$ cat config.mk
export PLATFORM = sky130hd
export DESIGN_NAME = sd_dat_rx_ctrl
export DESIGN_NICKNAME = d
export VERILOG_FILES = /design/src/rtl/sd_dat_rx_ctrl.sv
export SDC_FILE = /design/constraint.sdc
export NUM_CORES = 1
export LEC_CHECK = 0
export CORE_UTILIZATION = 40
export CTS_CLUSTER_DIAMETER = 80
export CTS_CLUSTER_SIZE = 12
export DETAILED_ROUTE_END_ITERATION = 10
export SLEW_MARGIN = 20
export SYNTH_ARGS = -nofsm -noshare
export SYNTH_HDL_FRONTEND = slang
export SYNTH_SLANG_ARGS = --single-unit
$ cat constraint.sdc
create_clock -name clk -period 5.8 [get_ports clk]
set_clock_uncertainty 0.05 [all_clocks]
set_input_delay 0.87 -clock clk [delete_from_list [all_inputs] [get_ports clk]]
set_output_delay 0.87 -clock clk [all_outputs]
set_load 0.05 [all_outputs]
$ cat src/rtl/sd_dat_rx_ctrl.sv
// sd_dat_rx_ctrl: receive sequencer for one SD DAT line (DAT0, 1-bit mode).
// Waits for the card start bit, frames the block into 32-bit MSB-first
// words, consumes the 16-bit CRC, checks the end bit and reports done.
// Optional CRC16-CCITT check over the data bits: define SD_DAT_CRC_CHECK_EN.
module sd_dat_rx_ctrl #(
    parameter int BLK_W = 10,
    parameter int TO_W  = 16
) (
    input  logic             clk,
    input  logic             reset,
    input  logic             start,
    input  logic             abort,
    input  logic [BLK_W-1:0] blocksize,
    input  logic [TO_W-1:0]  timeout,
    input  logic             dat_in,
    output logic [31:0]      word_out,
    output logic             word_valid,
    output logic             busy,
    output logic             done,
    output logic             crc_err,
    output logic             end_err,
    output logic             timeout_err
);

    typedef enum logic [2:0] {IDLE, WAIT_START, DATA, CRC, END, DONE} state_t;

    localparam logic [BLK_W-3:0] WORD_ONE = {{(BLK_W-3){1'b0}}, 1'b1};

    state_t           state, state_nxt;
    logic             accept;
    logic             last_word;
    logic [BLK_W-3:0] nwords_in;
    logic [BLK_W-3:0] nwords;
    logic [BLK_W-3:0] wcnt;
    logic [TO_W-1:0]  tcnt;
    logic [4:0]       bitcnt;
    logic [30:0]      shreg;
    logic             unused_bs_lsbs;

    // Request decode: block length in words, zero-length treated as one word.
    always_comb begin
        accept         = (state == IDLE) && start && !abort;
        unused_bs_lsbs = ^blocksize[1:0];
        nwords_in      = blocksize[BLK_W-1:2];
        if (nwords_in == '0)
            nwords_in = WORD_ONE;
        last_word      = (wcnt == (nwords - WORD_ONE));
    end

    // State register.
    always_ff @(posedge clk) begin
        if (reset)
            state <= IDLE;
        else
            state <= state_nxt;
    end

    // Next-state logic and state-decoded status outputs.
    always_comb begin
        state_nxt = state;
        busy      = (state != IDLE);
        done      = (state == DONE);
        case (state)
            IDLE:       if (start) state_nxt = WAIT_START;
            WAIT_START: begin
                if (!dat_in)
                    state_nxt = DATA;
                else if (tcnt == '0)
                    state_nxt = DONE;
            end
            DATA:       if (bitcnt == 5'd31 && last_word) state_nxt = CRC;
            CRC:        if (bitcnt[3:0] == 4'd15) state_nxt = END;
            END:        state_nxt = DONE;
            DONE:       state_nxt = IDLE;
            default:    state_nxt = IDLE;
        endcase
        if (abort)
            state_nxt = IDLE;
    end

    // Datapath: counters, word shifter, end-bit and timeout flags.
    always_ff @(posedge clk) begin
        if (reset) begin
            nwords      <= '0;
            wcnt        <= '0;
            tcnt        <= '0;
            bitcnt      <= '0;
            shreg       <= '0;
            word_out    <= '0;
            word_valid  <= 1'b0;
            end_err     <= 1'b0;
            timeout_err <= 1'b0;
        end else begin
            word_valid <= 1'b0;
            case (state)
                IDLE: begin
                    if (accept) begin
                        nwords      <= nwords_in;
                        tcnt        <= timeout;
                        wcnt        <= '0;
                        bitcnt      <= '0;
                        end_err     <= 1'b0;
                        timeout_err <= 1'b0;
                    end
                end
                WAIT_START: begin
                    if (dat_in) begin
                        if (tcnt != '0)
                            tcnt <= tcnt - 1'b1;
                        else if (!abort)
                            timeout_err <= 1'b1;
                    end
                end
                DATA: begin
                    shreg  <= {shreg[29:0], dat_in};
                    bitcnt <= bitcnt + 5'd1;
                    if (bitcnt == 5'd31) begin
                        wcnt <= wcnt + WORD_ONE;
                        if (!abort) begin
                            word_out   <= {shreg, dat_in};
                            word_valid <= 1'b1;
                        end
                    end
                end
                CRC: begin
                    bitcnt <= bitcnt + 5'd1;
                end
                END: begin
                    if (!abort && !dat_in)
                        end_err <= 1'b1;
                end
                default: ;
            endcase
        end
    end

`ifdef SD_DAT_CRC_CHECK_EN
    logic [15:0] crc_calc;
    logic [15:0] crc_rx;

    // CRC16-CCITT over data bits; comparison registered on leaving END so
    // crc_err is already valid during the done cycle.
    always_ff @(posedge clk) begin
        if (reset) begin
            crc_calc <= '0;
            crc_rx   <= '0;
            crc_err  <= 1'b0;
        end else begin
            case (state)
                IDLE: begin
                    if (accept) begin
                        crc_calc <= '0;
                        crc_err  <= 1'b0;
                    end
                end
                DATA: begin
                    crc_calc <= {crc_calc[14:0], 1'b0} ^
                                ({16{crc_calc[15] ^ dat_in}} & 16'h1021);
                end
                CRC: begin
                    crc_rx <= {crc_rx[14:0], dat_in};
                end
                END: begin
                    if (!abort)
                        crc_err <= (crc_calc != crc_rx);
                end
                default: ;
            endcase
        end
    end
`else
    // CRC field is consumed for timing only; no check is made.
    always_comb crc_err = 1'b0;
`endif

endmodule
==> results of run 1 <==
-- per-layer routing --
| layer | global-route usage (%) | up-vias | routed length, um |
|---|---|---|---|
| met1 | 22.5 | 1995 | 5170 |
| met2 | 31.0 | 71 | 5010 |
| li1 | - | 2190 | - |
| met3 | 5.36 | 8 | 446 |
| met5 | 0 | - | 0 |
| met4 | 4.32 | 0 | 98 |
-- worst max-delay path by stage --
| stage | slack, ns | startpoint | endpoint | cells after the start |
|---|---|---|---|---|
| 2_1_floorplan | 3.40 | abort | tcnt[1] | 6 |
| 3_3_place_gp | 2.65 | abort | tcnt[6] | 6 |
| 3_5_place_dp | 2.62 | abort | tcnt[6] | 6 |
| 4_1_cts | 2.78 | state[0] | busy | 3 |
| 5_1_grt | 2.62 | state[1] | busy | 3 |
| 6_report | 2.76 | state[1] | busy | 3 |
-- sequential cells by signal (all words and copies together) (netlist names) --
signal       count
bitcnt           5
nwords           8
shreg           31
end_err          1
wcnt             8
word_valid       1
state            3
timeout_err      1
tcnt            16
word_out        32
-- cell families (layout without fill, tap and decap cells) --
logic type / after synthesis / count (layout) / synth area share [%]
AND/OR/NAND/NOR: 282 / 282 / 27.0
AO/OA/AOI/OAI: 165 / 165 / 20.1
flip-flops: 106 / 106 / 44.5
buffers and inverters: 52 / 93 / 4.75
XOR/XNOR: 13 / 13 / 2.39
adder cells (fa/ha/maj): 5 / 5 / 1.31
other: 1 / 1 / 0.0786
-- Yosys cell counts (4+ instances only) --
cell      count
dfxtp_1     106
ha_1          5
nand2b_1      7
nand2_1     166
nand3_1       7
nand4_1       9
inv_1        10
o21ai_0      19
xor2_1        6
a21o_1       10
xnor2_1       7
or2_2         4
nor2b_1       7
a21oi_1     105
o31ai_1       5
or3_1         8
nor2_1       36
clkbuf_1     36
nor3_1       14
a31oi_1       4
-- final cells by class --
cell class / instances / area [um^2]
timing repair buffer: 67 / 663
fill: 1163 / 5790
tap: 143 / 179
multi-input combinational: 466 / 2430
sequential: 106 / 2120
inverter: 10 / 37.5
clock inverter: 5 / 61.3
clock buffer: 11 / 233
-- where the power goes --
part           leakage [uW]  internal (uW)  switching, uW
Sequential         0.000857            741           17.3
Combinational      0.000962           76.1            115
Clock              0.000144            339            275
Total               0.00196           1160            407
-- stage by stage --
stage               cell area (um^2)  std cells
floorplan                       4770        624
global placement                5430        792
detailed placement              5430        792
CTS                             5720        808
global route                    5730        808
finish                          5730        808
-- placed cells by master (no fill, tap or decap), types with 6 or more instances in the layout --
cell	synthesis	routed
dfxtp_1	106	106
nand4_1	9	9
nor3_1	14	14
clkbuf_16	0	9
nor2_1	36	35
xor2_1	6	6
nand3_1	7	7
a21o_1	10	10
inv_1	10	10
xnor2_1	7	7
nand2_1	166	165
a21oi_1	105	105
o21ai_0	19	19
clkdlybuf4s50_1	0	64
nand2b_1	7	7
or3_1	8	8
nor2b_1	7	7
-- worst max-delay path: cells and delay by family (launching register included) --
| kind | cells | cell delay (ns) |
|---|---|---|
| AND/OR/NAND/NOR | 1 | 0.16 |
| flip-flops | 1 | 0.65 |
| buffers and inverters | 2 | 0.97 |
==> impl_metrics.env, run 1 <==
export IMPL_path_cells="nor3_1 > inv_1 > clkdlybuf4s50_1"
export IMPL_dp_hpwl_um=6970
export IMPL_final_min_period_over_clock_period_pct=52.4
export IMPL_synth_edf_count=0
export IMPL_ant_nets=0
export IMPL_drc=4
export IMPL_fin_hold_ws_ns=0.408
export IMPL_netlist_instances=624
export IMPL_gp_congestion=0.786
export IMPL_reg2reg_depth=7
export IMPL_synth_area_leaders="dfxtp_1, nand2_1, a21oi_1"
export IMPL_cp_start_kind="flop"
export IMPL_path_class="reg2out"
export IMPL_rows=39
export IMPL_r2r_end="tcnt[0]"
export IMPL_setup_ws_ns=2.76
export IMPL_end_kind="primary output"
export IMPL_drt_total_wl_um=10700
export IMPL_drive_gt1_share_pct=4.81
export IMPL_initial_core_util_pct=41.4
export IMPL_synthToLayoutAreaGrowth_pct=20.0
export IMPL_die_w_um=111
export IMPL_coreArea_um2=11500
export IMPL_violations="design-rule violations"
export IMPL_port_buffers=65
export IMPL_setup_violations_final=0
export IMPL_ys_seq_area_share_pct=44.5
export IMPL_yosysTopAreaCell="dfxtp_1"
export IMPL_period_minus_slack_ns=3.04
export IMPL_grt_first_pass_wirelength_um=18500
export IMPL_hold_path_end="word_out[19]"
export IMPL_post_cts_buffers=0
export IMPL_fin_util_pct=49.7
export IMPL_grt_pass1_vias=4011
export IMPL_post_place_ws_ns=2.62
export IMPL_vdd_drop_max_v=0.000207
export IMPL_slew_headroom_pct=28.7
export IMPL_power_density_nw_per_um2=273
export IMPL_diodes=0
export IMPL_cp_max_fo=16
export IMPL_final_hold_viol_count=0
export IMPL_cts_tree="yes"
export IMPL_worstPathArrival_ns=2.12
export IMPL_rsz0062_at_grt="false"
export IMPL_drt_iter0_markers=222
export IMPL_r2r_slack_ns=3.20
export IMPL_async_reset_ff_share_pct=0
export IMPL_first_pass_iters=7
export IMPL_root_buffer="clkbuf_16"
export IMPL_ys_warn_count=0
export IMPL_h_tree_depth=3
export IMPL_vias_per_cell=5.28
export IMPL_clock_path_buffers=2
export IMPL_cts_resized_gates=0
export IMPL_vias=4264
export IMPL_ys_flop_type="dfxtp_1"
export IMPL_hold_buffers=0
export IMPL_finalPower_uw=1560
export IMPL_cpMaxStageDelayCell="clkdlybuf4s50_1"
export IMPL_ys_ff_latch=106
export IMPL_grt_max_degree=104
export IMPL_synth_avg_cell_area_um2=7.65
export IMPL_grt_usage_pct=18.2
export IMPL_synth_cell_area_um2=4770
export IMPL_fmax_ghz=0.329
export IMPL_hold_depth=2
export IMPL_cts_buffers=9
export IMPL_fin_nets=696
export IMPL_min_delay_start="word_out[19]"
export IMPL_insertion_delay_ns=0.35
export IMPL_power_leakage_uw=0.00196
export IMPL_max_stage_delay_ns=0.82
export IMPL_synth_cell_types=54
export IMPL_status="finished, violations left"
export IMPL_dieArea_um2=12400
export IMPL_maxCapViolations=0
export IMPL_clkSinkCount=106
export IMPL_tightest_slew_ns=1.07
export IMPL_wire_per_inst_um=13.3
export IMPL_min_path_type="reg2reg"
export IMPL_gr_total_overflow=0
export IMPL_tns_ns=0
export IMPL_report_final_slew_viol_count=0
export IMPL_io_pins=69
export IMPL_clkTransAtPathRegs_ns=0.07
export IMPL_fp_dieH_um=111
export IMPL_mappedNetlistNets=660
export IMPL_antenna_found_initial=0
export IMPL_required_ns=4.88
export IMPL_r2r_start="tcnt[0]"
export IMPL_synth_top_area_share_pct=44.5
Note: power is estimated with default switching activity, not from simulation.
==> run 2: changes to the inputs <==
Clock period 5.8 ns to 2.66 ns, I/O delays scaled along.
==> run 2 against run 1 <==
The run still ends with design-rule violations left; flip-flop and latch count did not move; worst hold slack got worse by 0.0035 ns; non-clock buffer count rose by 13; core utilization rose by 1.0 points; largest power group unchanged; sequential share of layout area fell by 0.75 points; register-to-register slack got worse by 3.0 ns.
==> impl_metrics.env, run 2 (synthesis gave the netlist of run 1 again) <==
export IMPL_report_final_slew_viol_count=0
export IMPL_setup_violations_final=0
export IMPL_layout_common_cells="nand2_1, dfxtp_1, a21oi_1, clkdlybuf4s50_1, nor2_1"
export IMPL_vias_per_cell=5.23
export IMPL_vias=4292
export IMPL_ant_nets=0
export IMPL_setup_ws_ns=0.186
export IMPL_gp_congestion=0.791
export IMPL_rsz0062_at_grt="false"
export IMPL_cts_buffers=9
export IMPL_path_cells="inv_1 > ha_1 > or4b_4 > nor4_4 > a41o_4 > buf_12 > o21ai_0 > a21oi_1"
export IMPL_gr_total_overflow=0
export IMPL_first_pass_iters=7
export IMPL_power_leakage_uw=0.00203
export IMPL_cts_tree="yes"
export IMPL_clkSinkCount=106
export IMPL_critPathBufInv=2
export IMPL_instances_no_fill=821
export IMPL_coreArea_um2=11500
export IMPL_grt_pass1_vias=4080
export IMPL_r2r_slack_ns=0.19
export IMPL_root_buffer="clkbuf_16"
export IMPL_wire_per_inst_um=13.3
export IMPL_power_density_nw_per_um2=583
export IMPL_path_class="reg2reg"
export IMPL_p_int_uw=2530
export IMPL_clock_path_buffers=2
export IMPL_clock_power_share_pct=38.4
export IMPL_tightest_slew_ns=0.628
export IMPL_fin_hold_ws_ns=0.404
export IMPL_maxCapViolations=0
export IMPL_violations="design-rule violations"
export IMPL_fp_dieH_um=111
export IMPL_status="finished, violations left"
export IMPL_cp_start_kind="flop"
export IMPL_switching_share_pct=25.6
export IMPL_clkTransAtPathRegs_ns=0.07
export IMPL_reg2reg_depth=8
export IMPL_tns_ns=0
export IMPL_dieArea_um2=12400
export IMPL_insertion_delay_ns=0.34
export IMPL_end_kind="flop"
export IMPL_final_common_cell="nand2_1"
export IMPL_cpMaxStageDelayCell="or4b_4"
export IMPL_hold_depth=2
export IMPL_hold_path_end="word_out[21]"
export IMPL_min_delay_start="word_out[21]"
export IMPL_fin_nets=709
export IMPL_dp_cells=805
export IMPL_h_tree_depth=3
export IMPL_top_register="word_out"
export IMPL_worstPathArrival_ns=2.69
export IMPL_hold_buffers=0
export IMPL_p_sw_uw=873
export IMPL_required_ns=2.88
export IMPL_die_w_um=111
export IMPL_largestRegisters="word_out: 32 flops, shreg: 31 flops, tcnt: 16 flops"
export IMPL_fillers=1131
export IMPL_initial_core_util_pct=41.4
export IMPL_p_seq_share_pct=48.4
export IMPL_r2r_start="tcnt[0]"
export IMPL_min_path_type="reg2reg"
export IMPL_max_stage_delay_ns=0.53
export IMPL_drc=8
export IMPL_grt_first_pass_wirelength_um=18600
export IMPL_grt_max_degree=57
export IMPL_antenna_found_initial=1
export IMPL_period_minus_slack_ns=2.47
export IMPL_r2r_end="tcnt[14]"
export IMPL_p_comb_share_pct=13.2
export IMPL_cpLargestDelayFamily="simple AND/OR/NAND/NOR gates"
export IMPL_vdd_drop_max_v=0.000369
export IMPL_drive_gt1_share_pct=6.50
export IMPL_largest_reg_flops=32
export IMPL_synthToLayoutAreaGrowth_pct=22.5
export IMPL_final_hold_viol_count=0
export IMPL_rows=39
export IMPL_final_min_period_over_clock_period_pct=93.0
export IMPL_grt_usage_pct=18.4
export IMPL_post_place_ws_ns=0.0514
export IMPL_port_buffers=65
export IMPL_fmax_ghz=0.404
export IMPL_dp_hpwl_um=7420
export IMPL_drt_iter0_markers=222
export IMPL_slew_headroom_pct=58.2
export IMPL_io_pins=69
export IMPL_cp_max_fo=22
export IMPL_drt_total_wl_um=10900
## run 2: tightest hold or removal path, cell delays in order, from the launching register on
cell and delay [ns]:
dfxtp_1 0.31, nand2_1 0.05, a21oi_1 0.05
## run 2: cell type report
| type | instances | area [um^2] | area share (%) |
|---|---|---|---|
| inverter | 10 | 37.5 | 0.642 |
| tap | 143 | 179 | 3.06 |
| clock buffer | 10 | 229 | 3.92 |
| timing repair buffer | 80 | 773 | 13.2 |
| clock inverter | 5 | 63.8 | 1.09 |
| multi-input combinational | 466 | 2440 | 41.7 |
| sequential | 106 | 2120 | 36.3 |
| antenna | 1 | 2.50 | 0.0428 |
## run 2: worst max path at each step
stage	depth (start not counted)	from	slack, ns	endpoint
2_1_floorplan	8	tcnt[0]	0.48	tcnt[0]
3_3_place_gp	7	start	0.09	tcnt[12]
3_5_place_dp	7	start	0.05	tcnt[15]
4_1_cts	8	tcnt[0]	0.08	tcnt[6]
5_1_grt	3	state[0]	0.02	busy
6_report	8	tcnt[0]	0.19	tcnt[14]
## run 2: stage by stage
stage | total power, uW | util [%] | cell area (um^2)
after floorplan | 2000 | - | 4770
after global placement | 2120 | 48.1 | 5540
after detailed placement | 2130 | 48.1 | 5540
after CTS | 3450 | 50.6 | 5830
after global routing | 3580 | 50.7 | 5840
final | 3410 | 50.7 | 5840
## run 2: repair_timing
item / CTS / global route
buffers inserted: 0 / 0
resized for setup: 0 / 1
endpoints found under the setup margin: 0 / 7
## run 2: power groups by stage
stage | registers, uW | clock network [uW] | logic, uW
after floorplan | 1680 | 0 | 317
after global placement | 1680 | 0 | 437
after detailed placement | 1690 | 0 | 446
after CTS | 1650 | 1360 | 448
after global routing | 1650 | 1430 | 500
final | 1650 | 1310 | 449
## run 2: per-layer routing
layer / part of all wire (%) / global-route usage (%) / vias to the layer above
met3: 4.7 / 5.19 / 15
met2: 48 / 30.8 / 79
met5: 0 / 0 / -
met1: 46 / 22.6 / 1982
met4: 1.6 / 6.13 / 0
li1: - / - / 2216
